<file path="config.mk">
export PLATFORM = sky130hd
export DESIGN_NAME = boot_loader
export DESIGN_NICKNAME = d
export VERILOG_FILES = /design/src/rtl/boot_pkg.sv /design/src/rtl/boot_loader_byte_pair_assembler.sv /design/src/rtl/boot_loader.sv
export SDC_FILE = /design/constraint.sdc
export NUM_CORES = 1
export LEC_CHECK = 0
export BUFFER_PORTS_ARGS = -buffer_cell sky130_fd_sc_hd__clkbuf_2
export CAP_MARGIN = 20
export CORE_MARGIN = 2
export CORE_UTILIZATION = 35
export DETAILED_ROUTE_END_ITERATION = 10
export PLACE_DENSITY = 0.61
export SYNTH_ARGS = -nofsm -noshare
export SYNTH_HDL_FRONTEND = slang
export SYNTH_SLANG_ARGS = --single-unit
</file>
<file path="constraint.sdc">
create_clock -name clk -period 6.3 [get_ports clk]
set_input_delay 0.315 -clock clk [delete_from_list [all_inputs] [get_ports clk]]
set_output_delay 0.315 -clock clk [all_outputs]
set_load 0.1 [all_outputs]
</file>
<file path="src/rtl/boot_pkg.sv">
// -----------------------------------------------------------------------------
// boot_pkg
// Shared types and constants for the byte-stream program loader.
//   - state_e : loader FSM states. The checksum states are always present so
//               the encoding is identical whether or not BOOT_CHECKSUM_EN is
//               defined.
//   - LEN_W   : width of the image length field.
//   - WORD_W  : width of a program memory word.
//   - csum_add: running checksum step (sum of words modulo 2**WORD_W).
// -----------------------------------------------------------------------------
package boot_pkg;

    localparam int LEN_W  = 16;
    localparam int WORD_W = 16;

    typedef enum logic [2:0] {
        LEN_LO  = 3'd0,
        LEN_HI  = 3'd1,
        DAT_LO  = 3'd2,
        DAT_HI  = 3'd3,
        CSUM_LO = 3'd4,
        CSUM_HI = 3'd5,
        DONE    = 3'd6,
        ERROR   = 3'd7
    } state_e;

    // Checksum accumulation; the carry out of the top bit is intentionally dropped.
    function automatic logic [WORD_W-1:0] csum_add(input logic [WORD_W-1:0] acc,
                                                   input logic [WORD_W-1:0] word);
        return acc + word;
    endfunction

endpackage

</file>
<file path="src/rtl/boot_loader_byte_pair_assembler.sv">
// -----------------------------------------------------------------------------
// byte_pair_assembler
// Pairs consecutive accepted bytes into little-endian 16-bit words. The first
// byte of a pair is stored; when the second byte arrives the word is presented
// combinationally together with a one-cycle word_valid_o pulse, so the caller
// can register it on the very edge that accepts the high byte.
// Ports:
//   clk, reset    : clock and synchronous active-high reset (phase -> low byte)
//   byte_valid_i  : a byte belonging to a field is accepted this cycle
//   byte_i        : the accepted byte
//   word_valid_o  : high in the cycle the high byte is accepted
//   word_o        : {high byte, stored low byte}
// -----------------------------------------------------------------------------
module byte_pair_assembler
    import boot_pkg::*;
(
    input  logic              clk,
    input  logic              reset,
    input  logic              byte_valid_i,
    input  logic [7:0]        byte_i,
    output logic              word_valid_o,
    output logic [WORD_W-1:0] word_o
);

    logic       hi_phase_q;
    logic       hi_phase_d;
    logic [7:0] lo_byte_q;
    logic [7:0] lo_byte_d;

    // Next-state logic: toggle the phase on every accepted byte, capture low bytes.
    always_comb begin
        hi_phase_d = hi_phase_q;
        lo_byte_d  = lo_byte_q;
        if (byte_valid_i) begin
            hi_phase_d = ~hi_phase_q;
            if (!hi_phase_q) begin
                lo_byte_d = byte_i;
            end else begin
                lo_byte_d = lo_byte_q;
            end
        end else begin
            hi_phase_d = hi_phase_q;
        end
    end

    // Phase and low-byte registers.
    always_ff @(posedge clk) begin
        if (reset) begin
            hi_phase_q <= 1'b0;
            lo_byte_q  <= 8'h00;
        end else begin
            hi_phase_q <= hi_phase_d;
            lo_byte_q  <= lo_byte_d;
        end
    end

    assign word_valid_o = byte_valid_i & hi_phase_q;
    assign word_o       = {byte_i, lo_byte_q};

endmodule

</file>
<file path="src/rtl/boot_loader.sv">
// -----------------------------------------------------------------------------
// boot_loader
// Byte-stream program loader. Receives a 16-bit little-endian length followed
// by that many little-endian 16-bit words, writes them to program memory
// starting at BASE_ADDR (wrapping modulo 2**ADDR_W) and then releases the core
// from reset. An oversize length parks the loader in an error state that keeps
// draining input bytes and keeps the core in reset.
// Optional feature (macro BOOT_CHECKSUM_EN): two extra bytes after the data
// carry the 16-bit sum of all data words; the core is released only on match.
// Ports:
//   clk, reset   : clock, synchronous active-high reset
//   rx_data      : image byte
//   rx_valid     : rx_data valid
//   rx_ready     : loader can accept a byte (function of state only)
//   mem_we       : one-cycle program memory write strobe
//   mem_addr     : word write address (holds when mem_we=0)
//   mem_wdata    : word write data (holds when mem_we=0)
//   core_resetq  : active-low core reset, high only once loading is complete
//   done, error  : sticky completion / failure flags
// -----------------------------------------------------------------------------
module boot_loader
    import boot_pkg::*;
#(
    parameter int ADDR_W    = 13,
    parameter int BASE_ADDR = 0
) (
    input  logic              clk,
    input  logic              reset,
    input  logic [7:0]        rx_data,
    input  logic              rx_valid,
    output logic              rx_ready,
    output logic              mem_we,
    output logic [ADDR_W-1:0] mem_addr,
    output logic [WORD_W-1:0] mem_wdata,
    output logic              core_resetq,
    output logic              done,
    output logic              error
);

    localparam logic [ADDR_W-1:0] BASE_A   = ADDR_W'(BASE_ADDR);
    localparam logic [ADDR_W:0]   IDX_ONE  = {{ADDR_W{1'b0}}, 1'b1};
    localparam logic [31:0]       CAPACITY = 32'd1 << ADDR_W;

`ifdef BOOT_CHECKSUM_EN
    localparam state_e AFTER_DATA = CSUM_LO;
`else
    localparam state_e AFTER_DATA = DONE;
`endif

    state_e              state_q;
    state_e              state_d;
    logic [LEN_W-1:0]    len_q;
    logic [LEN_W-1:0]    len_d;
    // One extra bit so that a full-capacity image length is representable.
    logic [ADDR_W:0]     idx_q;
    logic [ADDR_W:0]     idx_d;
    logic                rx_ready_q;
    logic                rx_ready_d;
    logic                mem_we_q;
    logic                mem_we_d;
    logic [ADDR_W-1:0]   mem_addr_q;
    logic [ADDR_W-1:0]   mem_addr_d;
    logic [WORD_W-1:0]   mem_wdata_q;
    logic [WORD_W-1:0]   mem_wdata_d;
    logic                core_resetq_q;
    logic                core_resetq_d;
    logic                done_q;
    logic                done_d;
    logic                error_q;
    logic                error_d;
`ifdef BOOT_CHECKSUM_EN
    logic [WORD_W-1:0]   csum_q;
    logic [WORD_W-1:0]   csum_d;
`endif

    logic                byte_acc_s;
    logic                byte_take_s;
    logic                word_valid_s;
    logic [WORD_W-1:0]   word_s;

    assign byte_acc_s  = rx_valid & rx_ready_q;
    // Bytes drained in ERROR never reach the assembler, so field pairing stays aligned.
    assign byte_take_s = byte_acc_s & (state_q != DONE) & (state_q != ERROR);

    byte_pair_assembler u_pair (
        .clk          (clk),
        .reset        (reset),
        .byte_valid_i (byte_take_s),
        .byte_i       (rx_data),
        .word_valid_o (word_valid_s),
        .word_o       (word_s)
    );

    // FSM next state, memory write generation and registered output values.
    always_comb begin
        state_d     = state_q;
        len_d       = len_q;
        idx_d       = idx_q;
        mem_we_d    = 1'b0;
        mem_addr_d  = mem_addr_q;
        mem_wdata_d = mem_wdata_q;
`ifdef BOOT_CHECKSUM_EN
        csum_d      = csum_q;
`endif
        case (state_q)
            LEN_LO: begin
                if (byte_take_s) begin
                    state_d = LEN_HI;
                end else begin
                    state_d = state_q;
                end
            end
            LEN_HI: begin
                if (word_valid_s) begin
                    len_d = word_s;
                    if (word_s == {LEN_W{1'b0}}) begin
                        state_d = AFTER_DATA;
                    end else if (32'(word_s) > CAPACITY) begin
                        state_d = ERROR;
                    end else begin
                        state_d = DAT_LO;
                    end
                end else begin
                    state_d = state_q;
                end
            end
            DAT_LO: begin
                if (byte_take_s) begin
                    state_d = DAT_HI;
                end else begin
                    state_d = state_q;
                end
            end
            DAT_HI: begin
                if (word_valid_s) begin
                    mem_we_d    = 1'b1;
                    mem_addr_d  = BASE_A + idx_q[ADDR_W-1:0];
                    mem_wdata_d = word_s;
                    idx_d       = idx_q + IDX_ONE;
`ifdef BOOT_CHECKSUM_EN
                    csum_d      = csum_add(csum_q, word_s);
`endif
                    if (32'(idx_d) == 32'(len_q)) begin
                        state_d = AFTER_DATA;
                    end else begin
                        state_d = DAT_LO;
                    end
                end else begin
                    state_d = state_q;
                end
            end
`ifdef BOOT_CHECKSUM_EN
            CSUM_LO: begin
                if (byte_take_s) begin
                    state_d = CSUM_HI;
                end else begin
                    state_d = state_q;
                end
            end
            CSUM_HI: begin
                if (word_valid_s) begin
                    if (word_s == csum_q) begin
                        state_d = DONE;
                    end else begin
                        state_d = ERROR;
                    end
                end else begin
                    state_d = state_q;
                end
            end
`endif
            DONE: begin
                state_d = DONE;
            end
            ERROR: begin
                state_d = ERROR;
            end
            default: begin
                state_d = ERROR;
            end
        endcase

        // rx_ready follows the next state so no byte is taken once DONE is entered.
        rx_ready_d    = (state_d != DONE);
        // Flags follow the current state: done rises the cycle after the last write.
        done_d        = (state_q == DONE);
        core_resetq_d = (state_q == DONE);
        error_d       = (state_q == ERROR);
    end

    // State and output registers.
    always_ff @(posedge clk) begin
        if (reset) begin
            state_q       <= LEN_LO;
            len_q         <= {LEN_W{1'b0}};
            idx_q         <= {(ADDR_W+1){1'b0}};
            rx_ready_q    <= 1'b1;
            mem_we_q      <= 1'b0;
            mem_addr_q    <= BASE_A;
            mem_wdata_q   <= {WORD_W{1'b0}};
            core_resetq_q <= 1'b0;
            done_q        <= 1'b0;
            error_q       <= 1'b0;
`ifdef BOOT_CHECKSUM_EN
            csum_q        <= {WORD_W{1'b0}};
`endif
        end else begin
            state_q       <= state_d;
            len_q         <= len_d;
            idx_q         <= idx_d;
            rx_ready_q    <= rx_ready_d;
            mem_we_q      <= mem_we_d;
            mem_addr_q    <= mem_addr_d;
            mem_wdata_q   <= mem_wdata_d;
            core_resetq_q <= core_resetq_d;
            done_q        <= done_d;
            error_q       <= error_d;
`ifdef BOOT_CHECKSUM_EN
            csum_q        <= csum_d;
`endif
        end
    end

    assign rx_ready    = rx_ready_q;
    assign mem_we      = mem_we_q;
    assign mem_addr    = mem_addr_q;
    assign mem_wdata   = mem_wdata_q;
    assign core_resetq = core_resetq_q;
    assign done        = done_q;
    assign error       = error_q;

endmodule

</file>
Word level (Yosys, flattened, before mapping)
Cells that the tools add are included.

storage, ports and cells
  bits in registers = 75
  input port bits = 11
  output and inout port bits = 34
  word-level logic and storage cells = 43

operators by class
  add/sub/neg operators = 1
  $lt $le $gt $ge = 1
  equality and inequality tests = 9
  multiplexer cells = 9
  bitwise operators = 6
  reduce and logical (&&, ||, !) cells = 6

operator list
  operator                                              number
  two-way mux 3 bit                                     7
  == test 14 x 16 -> 1 bit                              1
  > comparator 16 x 14 -> 1 bit, second input constant  1
  logical NOT 16 bit                                    1
  one-hot mux 3 bit (5 select lines)                    1
  adder 14 x 1 -> 14 bit, second input constant         1
  inequality test 3 bit, second input constant          3
  == test 3 x 2 -> 1 bit, second input constant         2
  == test 3 bit, second input constant                  2
  AND reduction 2 bit                                   3
  AND 1 bit                                             4
  == test 3 x 1 -> 1 bit, second input constant         1
  logical NOT 3 bit                                     1
  NOT 1 bit                                             2
  OR reduction 2 bit                                    1
  two-way mux 1 bit                                     1

Depth between registers and ports, before layout
  word-level depth = 7
  depth in mapped cells = 8
  mapped depth without buffers = 7

Cells and area by module
From an unflattened synthesis, not the netlist that was laid out.

second synthesis, totals
  cell total of the unflattened synthesis = 418
  area total of the unflattened synthesis = 3,400.8 sq um

by module, submodules not included
  module               instances  cells an instance  area an instance (sq um)  sequential area each (sq um)
  boot_loader          1          370                2,896.5                   1,321.3
  byte_pair_assembler  1          48                 504.2                     180.2

Least setup slack after synthesis
OpenSTA, ideal clock, no wires.

  kind = reg-to-reg
  start point = register rx_ready_q (netlist: rx_ready)
  end point = register rx_ready_q (netlist: rx_ready)
  setup time = 131 ps
  data arrival time = 2,535 ps
  required time = 6,169 ps
  slack = 3,634 ps
  cell stages (with the launch flop) = 7
  buffers on the path = 0
  period minus slack after synthesis = 2,666 ps
  cells stage by stage = dfxtp_1 > nand4_2 > nor3b_2 > o2111ai_1 > or4_1 > o41ai_2 > nand3_1

between the ends
  cells in the longest elaborated chain, start to end = 7
  elaborated cells on any way between the ends = 10
  those cells by class = 1 x eq/ne; 5 x mux; 4 x bitwise

ends and longest elaborated chain
  what                                  line                                    text
  start, declared                       boot_loader.sv:57                       logic rx_ready_q;
  start signal, assigned                boot_loader.sv:211                      rx_ready_q <= rx_ready_d;
  AND 1 bit *                           boot_loader.sv:81                       assign byte_acc_s = rx_valid & rx_ready_q;
  AND 1 bit * (2 in a row)              boot_loader.sv:83                       assign byte_take_s = byte_acc_s & (state_q != DONE) & (state_q != ERROR);
  AND 1 bit                             boot_loader_byte_pair_assembler.sv:57   assign word_valid_o = byte_valid_i & hi_phase_q;
  two-way mux 3 bit (on tied branches)  boot_loader.sv:135, boot_loader.sv:114
  one-hot mux 3 bit (5 select lines) *  boot_loader.sv:105                      case (state_q)
  inequality test 3 bit *               boot_loader.sv:184                      rx_ready_d = (state_d != DONE);

Mark *: on every way between the ends. The rest lies on a longest branch, timed or not.
A chain may end at the register's enable or synchronous reset.

Final worst setup path
  start point = register idx_q[0]
  end point = register rx_ready_q (netlist: rx_ready)

between the ends
  cells in the longest elaborated chain, start to end = 6

ends and longest elaborated chain
  what                                line                text
  start, declared                     boot_loader.sv:55   logic [ADDR_W:0] idx_q;
  start signal, assigned              boot_loader.sv:196  idx_q <= {(ADDR_W+1){1'b0}};
  start signal, assigned              boot_loader.sv:210  idx_q <= idx_d;
  adder 14 x 1 -> 14 bit              boot_loader.sv:139  idx_d = idx_q + IDX_ONE;
  == test 14 x 16 -> 1 bit            boot_loader.sv:143  if (32'(idx_d) == 32'(len_q)) begin
  two-way mux 3 bit                   boot_loader.sv:143
  two-way mux 3 bit                   boot_loader.sv:135  if (word_valid_s) begin
  one-hot mux 3 bit (5 select lines)  boot_loader.sv:105
  inequality test 3 bit               boot_loader.sv:184

Every way passes these cells.

==> results.toml <==
[status]
status = "finished clean"

[route]
vias = 2763
drt_iter0_markers = 134
wl_per_cell_um = 13.7
dr.pass1.iters = 4
via_per_inst = 5.10
routed_wl_um = 7430
drcViolationCount = 0
ant_nets = 0

[clock_tree]
clkLatencyLatePin_ps = 350
cts_tree = "yes"
cts_inserted_buffers = 9
max-clock-path-buffers = 2
clockRootBuffer = "clkbuf_8"
cts.sinks = 75
htree_levels = 3
path_clk_slew_ps = 80
cts_resized = 0
post-cts-setup-buffers = 0
holdBufCountCts = 0

[global_route]
grt_overflow = 0
grt_pass1_vias = 2624
antenna_found_initial = 0
grtUsageTotal_pct = 15.7
grt_pass1_wl_um = 12600
grt_max_degree = 75

[critical_path]
crit_type = "flip-flop to flip-flop"
cp.arrival_ps = 2690
rrSetupSlack_ps = 3830
required_ps = 6520
rr_endpoint = "rx_ready"
reg2reg_from = "idx_q[0]"
reg2reg_depth = 7
worst_setup_path_end_kind = "flip-flop"
cp-start-kind = "flip-flop"
path_max_fanout = 7

[worst_hold_path]
hold_depth = 3
whs_endpoint = "len_q[10]"
min_from = "rx_data[2]"
hold_path.class = "input pin to flip-flop"

[synth]
syn_area_per_cell_um2 = 8.19
synth.area.top_cells = "dfxtp_1 46%, nand2_1 12%, a21oi_1 8.4%"
synthCells = 398
ys_types = 46
synth_seq_cells = 75
yosys_warnings = 0
synth_top_area_share_pct = 46.1
ys_async_sr_fraction_pct = 0
synthFlopType = "dfxtp_1"
yosysSeqAreaShare_pct = 46.1
synth-edff-count = 0
yosysTopAreaCell = "dfxtp_1"
syn_area_um2 = 3260
syn_nets = 410

[power_and_ir_drop]
p_int_mw = 0.660
ir_worst_vdd_v = 0.000128
pwr-share-clk_pct = 38.8
pwr-share-seq_pct = 56.1
netSwitchingFraction_pct = 24.3
p_comb_share_pct = 5.1
leakagePower_nw = 1.33
switching_power_mw = 0.212
powerDensity_nw_per_um2 = 237

[final_layout]
antennaDiodeCount = 0
utilization_pct = 40.3
area_growth_pct = 13.1
nets = 439
layout_commonest_cell = "nand2_1"
final_cell_mix = "103 x nand2_1, 75 x dfxtp_1, 55 x a21oi_1, 44 x clkbuf_2, 24 x nor2_1"
drive_above_1_share_pct = 15.8
nFillCells = 963

[sta]
finalCriticalPeriod_ps = 2470
max_freq_mhz = 404
relSlewSlack_pct = 42.8
setup_slack_ps = 3830
worst_pin_slew_ps = 856
final.setup.tns_ps = 0
setup_violations = 0
drv_slew = 0
skew_ps = 10.8
hold_violations = 0
fin_crit_sh_pct = 39.2
rsz0062_at_grt = "false"

[floorplan]
core_um2 = 9150
ios = 45
die_y_um = 100
rows = 35
die_area_um2 = 10100
dieWidth_um = 100
start_util_pct = 35.6

[run]
drv_cap = 0

[placement]
dp_hpwl_um = 5060
io_buffers = 44
post-place-ws_ps = 3840
place.gp.congestion = 0.883
sequential cells by signal, indices dropped and copies added, names as in the netlist, 3 cells and up:
| name | flops |
|---|---|
| mem_addr | 13 |
| state_q | 3 |
| u_pair.lo_byte_q | 8 |
| idx_q | 14 |
| mem_wdata | 16 |
| len_q | 16 |
worst max-delay path: stages (launching register included):
cell,delay [ps]
dfxtp_1,460
ha_1,290
and2_1,320
nand4_1,200
xnor2_1,180
or4_1,510
o41ai_2,270
nand3_1,110
cells in the mapped netlist, drive strengths merged (5+ instances only):
library cell,number
nand2,103
dfxtp,75
a21oi,55
nor2,24
clkbuf,20
xnor2,15
xor2,11
buf,10
mux2i,10
nor3,9
nand4,8
nand3,6
o21ai,6
or3,6
nor4,5
metrics by stage:
| stage | power [mW] | std cells | instance area, um^2 | hold slack, ps |
|---|---|---|---|---|
| after floorplan | 0.530 | 398 | 3260 | 436 |
| after global placement | 0.544 | 527 | 3510 | 444 |
| after detailed placement | 0.545 | 527 | 3510 | 447 |
| after CTS | 0.880 | 542 | 3680 | 229 |
| after global routing | 0.905 | 542 | 3680 | 251 |
| final | 0.872 | 542 | 3680 | 237 |
how the worst max path moves through the flow:
stage,start,to,slack [ps],cells past startpoint
after floorplan,rx_ready,rx_ready,3630,6
after global placement,idx_q[0],rx_ready,3940,7
final,idx_q[0],rx_ready,3830,7
after detailed placement,idx_q[0],rx_ready,3840,7
after CTS,idx_q[0],rx_ready,3800,7
after global routing,idx_q[0],state_q[2],3630,7
metal layers:
layer	vias to the layer above	wire, um	GRT usage (%)
met5	-	0	0
li1	1403	-	-
met3	10	273	3.81
met1	1297	3580	21.3
met4	0	101	4.74
met2	53	3470	24.8
power groups by stage:
stage	Sequential (mW)	Combinational [mW]	Clock [mW]
floorplan	0.499	0.0303	0
global placement	0.500	0.0438	0
detailed placement	0.500	0.0446	0
CTS	0.489	0.0448	0.346
global route	0.490	0.0493	0.365
finish	0.489	0.0443	0.338
cell families (layout without fill, tap and decap cells):
kind of cell               count (synthesis)  in the layout  synth area share [%]
AOI/OAI and AO/OA                         78             78                  14.1
xor gates and xnor gates                  26             26                  6.99
adders and majority gates                  1              1                 0.384
buffers and inverters                     32             65                  4.76
DFF                                       75             75                  46.1
muxes                                     10             10                  3.07
and+or+nand+nor                          176            176                  24.6
final cells by class:
| class | count | area (um^2) | area share, % |
|---|---|---|---|
| multi-input combinational | 291 | 1610 | 43.6 |
| clock buffer | 12 | 155 | 4.21 |
| clock inverter | 3 | 23.8 | 0.645 |
| tap | 111 | 139 | 3.77 |
| inverter | 2 | 7.51 | 0.204 |
| timing repair buffer | 48 | 250 | 6.79 |
| sequential | 75 | 1500 | 40.7 |
(Power assumes the default switching activity.)
